<file path="config.mk">
export PLATFORM = sky130hd
export DESIGN_NAME = ip_ram
export DESIGN_NICKNAME = d
export VERILOG_FILES = /design/src/rtl/ip_ram.sv
export SDC_FILE = /design/constraint.sdc
export NUM_CORES = 1
export LEC_CHECK = 0
export BUFFER_PORTS_ARGS = -buffer_cell sky130_fd_sc_hd__buf_2
export CORE_MARGIN = 1
export CORE_UTILIZATION = 45
export CTS_CLUSTER_DIAMETER = 80
export DETAILED_ROUTE_END_ITERATION = 16
export GPL_TIMING_DRIVEN = 0
export PLACE_DENSITY = 0.7
export SYNTH_ARGS = -nofsm -noshare
export SYNTH_HDL_FRONTEND = slang
export SYNTH_SLANG_ARGS = --single-unit
</file>
<file path="constraint.sdc">
create_clock -name sys_clk -period 5.03 [get_ports sys_clk]
set_input_delay 0.2515 -clock sys_clk [delete_from_list [all_inputs] [get_ports sys_clk]]
set_output_delay 0.2515 -clock sys_clk [all_outputs]
set_load 0.05 [all_outputs]
</file>
<file path="src/rtl/ip_ram.sv">
// -----------------------------------------------------------------------------
// ip_ram : self-checking on-chip RAM exerciser
//
// Internal single-port synchronous RAM plus a controller that writes a known
// pattern (addr + seed) to every word, reads every word back and compares it.
// Runs autonomously after reset; the status outputs are optional to connect.
//
// Parameters
//   DW      data width of a RAM word
//   DEPTH   number of RAM words (address width = $clog2(DEPTH))
//
// Ports
//   sys_clk    system clock, all logic on the rising edge
//   sys_rst_n  asynchronous active-low reset (synchronous release expected)
//   rd_data    registered RAM read data
//   rd_valid   one-cycle pulse: rd_data holds a readback word
//   done       pass complete
//   error      sticky: a readback mismatch was seen
//   err_cnt    mismatch count, saturating at 255
//
// Configuration macro
//   RAM_LOOP_EN  defined  : DONE lasts one cycle, seed increments, a new pass
//                           starts; error/err_cnt keep accumulating.
//                undefined: single pass with seed 0, parks in DONE.
// -----------------------------------------------------------------------------
module ip_ram #(
   parameter int DW    = 8,
   parameter int DEPTH = 16
) (
   input  logic          sys_clk,
   input  logic          sys_rst_n,
   output logic [DW-1:0] rd_data,
   output logic          rd_valid,
   output logic          done,
   output logic          error,
   output logic [7:0]    err_cnt
);

   localparam int AW = (DEPTH > 1) ? $clog2(DEPTH) : 1;
   localparam logic [AW-1:0] LAST_ADDR = AW'(DEPTH - 1);

   typedef enum logic [2:0] {
      S_IDLE,
      S_WRITE,
      S_READ,
      S_CHECK,
      S_DONE
   } state_t;

   state_t        state;
   state_t        state_nxt;

   logic [AW-1:0] addr;
   logic [DW-1:0] seed;
   logic [DW-1:0] pattern;
   logic [DW-1:0] exp_q;
   logic          last;
   logic          en;
   logic          we;

   logic [DW-1:0] mem [DEPTH];

   assign last    = (addr == LAST_ADDR);
   // Pattern word for the current address; used both as write data and as
   // the expected value that travels one stage alongside the read.
   assign pattern = DW'(addr) + seed;

   // ---------------------------------------------------------------- FSM
   always_ff @(posedge sys_clk or negedge sys_rst_n) begin
      if (!sys_rst_n) begin
         state <= S_IDLE;
      end else begin
         state <= state_nxt;
      end
   end

   always_comb begin
      state_nxt = state;
      case (state)
         S_IDLE:  state_nxt = S_WRITE;
         S_WRITE: if (last) state_nxt = S_READ;
         S_READ:  if (last) state_nxt = S_CHECK;
         S_CHECK: state_nxt = S_DONE;
`ifdef RAM_LOOP_EN
         S_DONE:  state_nxt = S_WRITE;
`else
         S_DONE:  state_nxt = S_DONE;
`endif
         default: state_nxt = S_IDLE;
      endcase
   end

   always_comb begin
      en   = 1'b0;
      we   = 1'b0;
      done = 1'b0;
      case (state)
         S_WRITE: begin
            en = 1'b1;
            we = 1'b1;
         end
         S_READ:  en   = 1'b1;
         S_DONE:  done = 1'b1;
         default: ;
      endcase
   end

   // ---------------------------------------------------------- datapath
   always_ff @(posedge sys_clk or negedge sys_rst_n) begin
      if (!sys_rst_n) begin
         addr     <= '0;
         seed     <= '0;
         exp_q    <= '0;
         rd_valid <= 1'b0;
         error    <= 1'b0;
         err_cnt  <= '0;
      end else begin
         if (en) begin
            addr <= last ? '0 : addr + 1'b1;
         end else begin
            addr <= '0;
         end

`ifdef RAM_LOOP_EN
         if (state == S_DONE) begin
            seed <= seed + 1'b1;
         end
`endif

         rd_valid <= (state == S_READ);
         if (state == S_READ) begin
            exp_q <= pattern;
         end

         // Compare one cycle after the read was issued, when rd_data and
         // exp_q both describe the same address.
         if (rd_valid && (rd_data != exp_q)) begin
            error <= 1'b1;
            if (err_cnt != '1) begin
               err_cnt <= err_cnt + 1'b1;
            end
         end
      end
   end

   // --------------------------------------------------------------- RAM
   always_ff @(posedge sys_clk) begin
      if (en && we) begin
         mem[addr] <= pattern;
      end
   end

   always_ff @(posedge sys_clk or negedge sys_rst_n) begin
      if (!sys_rst_n) begin
         rd_data <= '0;
      end else if (en && !we) begin
         rd_data <= mem[addr];
      end
   end

endmodule

</file>
* Word-level counts from Yosys, hierarchy flattened
Memory sizes are Yosys's and may differ from the RTL's. A register that Yosys moved wholly into a read port is not among the register bits. Index checks and enable logic that the tools add are counted.
Operators by class: add/sub/neg operators 3, equal/unequal tests 9, mux-type cells 10, reductions and logical operators 10
Operators by type and width (number):
- one-hot mux 3 bit (4 select lines) | 1
- adder 4 x 8 -> 8 bit | 1
- adder 8 x 1 -> 8 bit, second input constant | 1
- two-way mux 4 bit | 2
- != test 8 bit | 1
- != test 8 bit, second input constant | 1
- equality test 3 x 2 -> 1 bit, second input constant | 2
- two-way mux 3 bit | 2
- two-way mux 1 bit | 5
- adder 4 x 1 -> 4 bit, second input constant | 1
- equality test 4 bit, second input constant | 1
- != test 2 bit, second input constant | 2
- AND reduction 2 bit | 2
- OR reduction 2 bit | 2
- equality test 3 x 1 -> 1 bit, second input constant | 1
- equality test 3 bit, second input constant | 1
- logical AND 1 bit | 3
- zero test 3 bit | 1
- zero test 1 bit | 2
Storage, ports and cells: flip-flop bits (word level) 25, bits in writable memories 128, bits of input ports 2, word-level logic and storage cells 39, memories kept 1
Memories:
- mem | depth 16, width 8, rd ports 1, clocked after memory_dff 1, wr ports 1, RTL line 61 | logic [DW-1:0] mem [DEPTH];

* Logic depth before layout (Yosys ltp)
depth in word-level cells 6, gate-level depth with buffers 7, gate-level depth less buffers 5

* Worst setup path before layout
Ideal clock, no wire load.
path kind reg-to-reg, from register state[2], to register state[2], data arrival time 1.998 ns, data required time 4.952 ns, slack 2.954 ns, cell stages (with the launch flop) 4, cells stage by stage dfrtp_1 clkbuf_1 nor3b_1 o21bai_1
Between the ends: longest elaborated chain between the ends 3, elaborated cells on any way between the ends 10
RTL lines:
- from (decl) | RTL line 50 | state_t state;
- from (signal assigned) | RTL line 73 | state <= state_nxt;
- equality test 3 bit, or another cell as far along | RTL line 79 | case (state)
- OR reduction 2 bit (no line) or != test 2 bit (tied branches)
- one-hot mux 3 bit (4 select lines) or AND reduction 2 bit (tied branches)
Parallel ways exist; a longest one is shown, timed or not. A chain may end at the register's enable or synchronous reset.

* Worst setup path after layout
from register addr[0], to memory mem[2][3] (enable)
RTL lines:
- from (decl) | RTL line 53 | logic [AW-1:0] addr;
- from (signal assigned) | RTL line 119 | addr <= last ? '0 : addr + 1'b1;
- to (decl) | RTL line 61
Straight into the memory's write port.

==> reports/results.env <==
RUN_STATUS='completed'
FIRST_PASS_GRT_WIRE_LENGTH_UM=11100
AVERAGE_WIRE_LENGTH_PER_CELL_AFTER_DETAIL_ROUTING_UM=17.8
FINALCRITPERIODSHARE_PCT=50.6
PEAK_CLOCK_FREQUENCY_SUPPORTED_BY_TIMING_MHz=393
ANTENNA-DIODE-COUNT=0
HOLD_PATH.CLASS='in -> async'
TIMING.MAX_CAP.VIOLATIONS=0
FIN_TNS_SETUP_NS=0
MAX-SLEW-MARGIN-REL_PCT=37.7
GLOBAL_ROUTE.PEAK_USAGE_LAYER='met2'
USE_MET1_PCT=24.0
SYN_AREA_UM2=3770
YOSYS.CELL_TYPES.COUNT=44
GRT-OVFL-TOTAL=0
IO_BUFFERS=16
TIMING_HOLD_VIOLATIONS_FINAL=0
CRITICAL_PATH_LAUNCH_POINT='addr[0]$_DFF_PN0_'
IO_PINS=21
CRIT_REG_REG_ENDPOINT='mem[2][3]$_DFFE_PP_'
FP.DIEAREA_UM2=8750
MEAN_INSTANCE_SIZE_IN_THE_SYNTHESIZED_NETLIST_UM2=15.5
CP_MAX_STAGE_DELAY_NS=0.59
WORST_EP_ARRIVAL_TIME_NS=2.53
HTREE_LEVELS=3
DRTITER0DRC=157
TRITONCTS_NUM_SINKS=89
DRT_WL_TOTAL_UM=6870
DRT_DRC_VIOLATIONS_LEFT=0
PATH_BUF_INV=4
PRECTSSETUPSLACK_NS=2.47
P_PER_AREA_nW_PER_UM2=304
WORSTSKEWPAIRLATENCY_NS=0.35
GR-USAGE-MET3_PCT=4.23
NUM_VIAS=2073
CLK_ROOT_BUFFER_CELL='sky130_fd_sc_hd__clkbuf_8'
START_UTIL_PCT=46.1
FINALSETUPVIOLCOUNT=0
YOSYSSEQAREASHARE_PCT=67.5
VIA_COUNT_OF_THE_FIRST_GLOBAL_ROUTING_PASS=2111
CLK_PIN_SLEW_WORST_PATHS_NS=0.09
WORST_EP_REQUIRED_TIME_NS=5.01
MAXIMUM_IR_DROP_ON_THE_VDD_RAIL_uV=147
CRIT_SLOWEST_CELL='sky130_fd_sc_hd__dfrtp_1'
DP.FINAL_HPWL_UM=4670
LARGEST_NET_DEGREE_AT_THE_START_OF_GLOBAL_ROUTING=26
WORSTMARGINPINSLEW_NS=0.926
POST_CTS.RESIZED_INSTANCES=0
SYN_INST=244
ASYNC_RESET_FF_SHARE_PCT=28.1
FRACTION_OF_FINAL_LAYOUT_CELLS_SIZED_BEYOND_DRIVE_STRENGTH_1_PCT=21.8
ROUTABILITYCONGESTION=0.767
STARTPOINT_OF_THE_LOWEST_SLACK_REGISTER_TO_REGISTER_PATH='addr[0]$_DFF_PN0_'
WORSTSETUPPATHTYPE='reg -> reg'
CHIPWIDTH_UM=93.6
GRT_SETUP_UNREPAIRED='false'
SYNTH_TOP_AREA_SHARE_PCT=50.9
POST_SYNTH_MAIN_AREA_CONTRIBUTORS='sky130_fd_sc_hd__edfxtp_1 (51%), sky130_fd_sc_hd__dfrtp_1 (17%), sky130_fd_sc_hd__mux4_2 (4.8%), sky130_fd_sc_hd__mux2i_1 (4.5%), sky130_fd_sc_hd__xor2_1 (2.3%)'
GRT_ANTENNA_BEFORE_REPAIR=0
FINAL_MAX_SLEW_VIOL_COUNT=0
FINALHOLDWORSTSLACK_NS=0.434
CRIT_END='mem[2][3]$_DFFE_PP_'
TRITONCTS_CLOCK_TREE='built'
CTS_MADE_BUFFERS=9
REG2REG_SETUP_SLACK_NS=2.48
FINALCLOCKSKEW_NS=0.00838
CP_COMMON_CELL='sky130_fd_sc_hd__buf_6'
AREA_GROWTH_SYN_TO_LAYOUT_PCT=11.6
DETAIL_ROUTE.FIRST_PASS.ITERATIONS=5
LAYOUT_MIN_CYCLE_TIME_NS=2.55
SYNTH-SEQ-CELLS=89
WORST_PATH_FANOUT_MAX=19
CRIT_CHAIN='buf_6 > buf_6 > buf_4 > inv_1 > ha_1 > nand2_1 > nor3_1'
R2R.WORST_PATH.CELLS=7
YS.FLOP_TYPE='sky130_fd_sc_hd__edfxtp_1'
SYNTH_ENABLE_FLOP_CELLS=64
ROWS=33
MET2_USAGE_PCT=27.8
VIAS_PER_CELL=5.38
CRIT_PATH_START_KIND='register'
GATE_FAMILY_RESPONSIBLE_FOR_THE_MOST_DELAY_ALONG_THE_WORST_PATH='buffers and inverters'
SETUP_WS_NS=2.48
CORE_UM2=8180
DRT.ANTENNA.VIOLATING_NETS=0
CLOCK_TREE.BUFFER_DEPTH=2
CELLLEAKAGEPOWER_uW=0.00141
CP_NUM_CELLS=7
FINAL_NETS=282
DIE-HEIGHT_UM=93.6
YOSYS.AREA.TOP_TYPE='sky130_fd_sc_hd__edfxtp_1'
GR-USAGE-ALL-LAYERS_PCT=17.4
YOSYS_WARNINGS=8
TYPE_OF_ELEMENT_CAPTURING_THE_CRITICAL_PATH='register'
==> layer usage <==
layer / wire [µm] / vias up
met5: 0 / -
met4: 74 / 0
met3: 364 / 10
met2: 3390 / 58
met1: 3040 / 1041
li1: - / 964
==> where the power goes <==
| part | total [µW] | internal (µW) | switching (µW) |
|---|---|---|---|
| Clock | 489 | 241 | 249 |
| Combinational | 13.7 | 2.92 | 10.8 |
| Sequential | 777 | 777 | 0 |
==> layout make-up <==
| cell class | instances | area (µm²) |
|---|---|---|
| plain buffers | 14 | 91.3 |
| clock buffers | 11 | 174 |
| clock inverters | 5 | 31.3 |
| fillers | 662 | 3970 |
| inverters | 4 | 15.0 |
| multi-input cells | 140 | 1130 |
| flip-flops and latches | 89 | 2550 |
| well taps | 105 | 131 |
| repair buffers | 17 | 90.1 |
==> flip-flops by register name, summed over array words and instances, names as in the netlist <==
| name | count |
|---|---|
| state | 3 |
| exp_q | 4 |
| rd_data | 4 |
| addr | 4 |
| mem | 64 |
| rd_valid | 1 |
| error | 1 |
| err_cnt | 8 |
==> Yosys cell counts (4+ instances only) <==
cell type,count
sky130_fd_sc_hd__edfxtp_1,64
sky130_fd_sc_hd__dfrtp_1,25
sky130_fd_sc_hd__nor2_1,23
sky130_fd_sc_hd__mux2i_1,17
sky130_fd_sc_hd__nand2_1,14
sky130_fd_sc_hd__xor2_1,10
sky130_fd_sc_hd__mux4_2,8
sky130_fd_sc_hd__nor3_1,6
sky130_fd_sc_hd__buf_4,5
sky130_fd_sc_hd__ha_1,5
sky130_fd_sc_hd__mux2_2,5
sky130_fd_sc_hd__nand2b_1,5
sky130_fd_sc_hd__nand3_1,5
sky130_fd_sc_hd__buf_2,4
==> cells by family (layout without fill, tap and decap cells) <==
kind of cell | count (synthesis) | count (layout) | share of synthesized area (%)
mux | 33 | 33 | 12.2
fa+ha+maj | 5 | 5 | 1.66
buf+inv | 18 | 51 | 2.82
simple gates | 67 | 67 | 8.59
compound gates | 20 | 20 | 4.58
xor+xnor | 11 | 11 | 2.55
other cells | 1 | 4 | 0.0994
flops | 89 | 89 | 67.5
==> worst reg2reg max path, cell delays in order (launching register included) <==
cell and delay (ns):
sky130_fd_sc_hd__dfrtp_1 0.59, sky130_fd_sc_hd__buf_6 0.27, sky130_fd_sc_hd__buf_6 0.16, sky130_fd_sc_hd__buf_4 0.20, sky130_fd_sc_hd__inv_1 0.11, sky130_fd_sc_hd__ha_1 0.15, sky130_fd_sc_hd__nand2_1 0.12, sky130_fd_sc_hd__nor3_1 0.59
==> through the flow <==
step	total power, µW	area, µm²	utilization [%]	cells
2_1_floorplan	803	3780	-	247
5_1_grt	1330	4210	51.5	385
6_report	1280	4210	51.5	385
4_1_cts	1290	4210	51.5	385
3_3_place_gp	807	4000	48.9	368
3_5_place_dp	807	4000	48.9	368
==> layout by cell type (no fill, tap or decap), drive strengths merged, types with 4 or more instances in the layout <==
master  netlist  routed
buf          11      27
inv           3       6
conb          1       4
edfxtp       64      64
nand2        14      14
xor2         10      10
nor3          7       7
nand2b        5       5
dfrtp        25      25
nor2         24      24
nand3         5       5
clkbuf        3      14
mux4          9       9
ha            5       5
mux2          7       7
mux2i        17      17
==> worst min path at each step <==
stage	startpoint	to	slack (ns)
finish	sys_rst_n	err_cnt[7]$_DFFE_PN0P_	0.43
global route	sys_rst_n	err_cnt[6]$_DFFE_PN0P_	0.48
CTS	sys_rst_n	err_cnt[7]$_DFFE_PN0P_	0.43
detailed placement	sys_rst_n	err_cnt[7]$_DFFE_PN0P_	0.28
global placement	sys_rst_n	err_cnt[7]$_DFFE_PN0P_	0.27
floorplan	sys_rst_n	addr[0]$_DFF_PN0_	-0.04
==> timing repair <==
item / in CTS / in global routing
hold endpoints to repair: 25 / 0
buffers inserted: 0 / 0
hold buffers: 1 / 0
No activity file was read; power rests on OpenSTA's default activity.
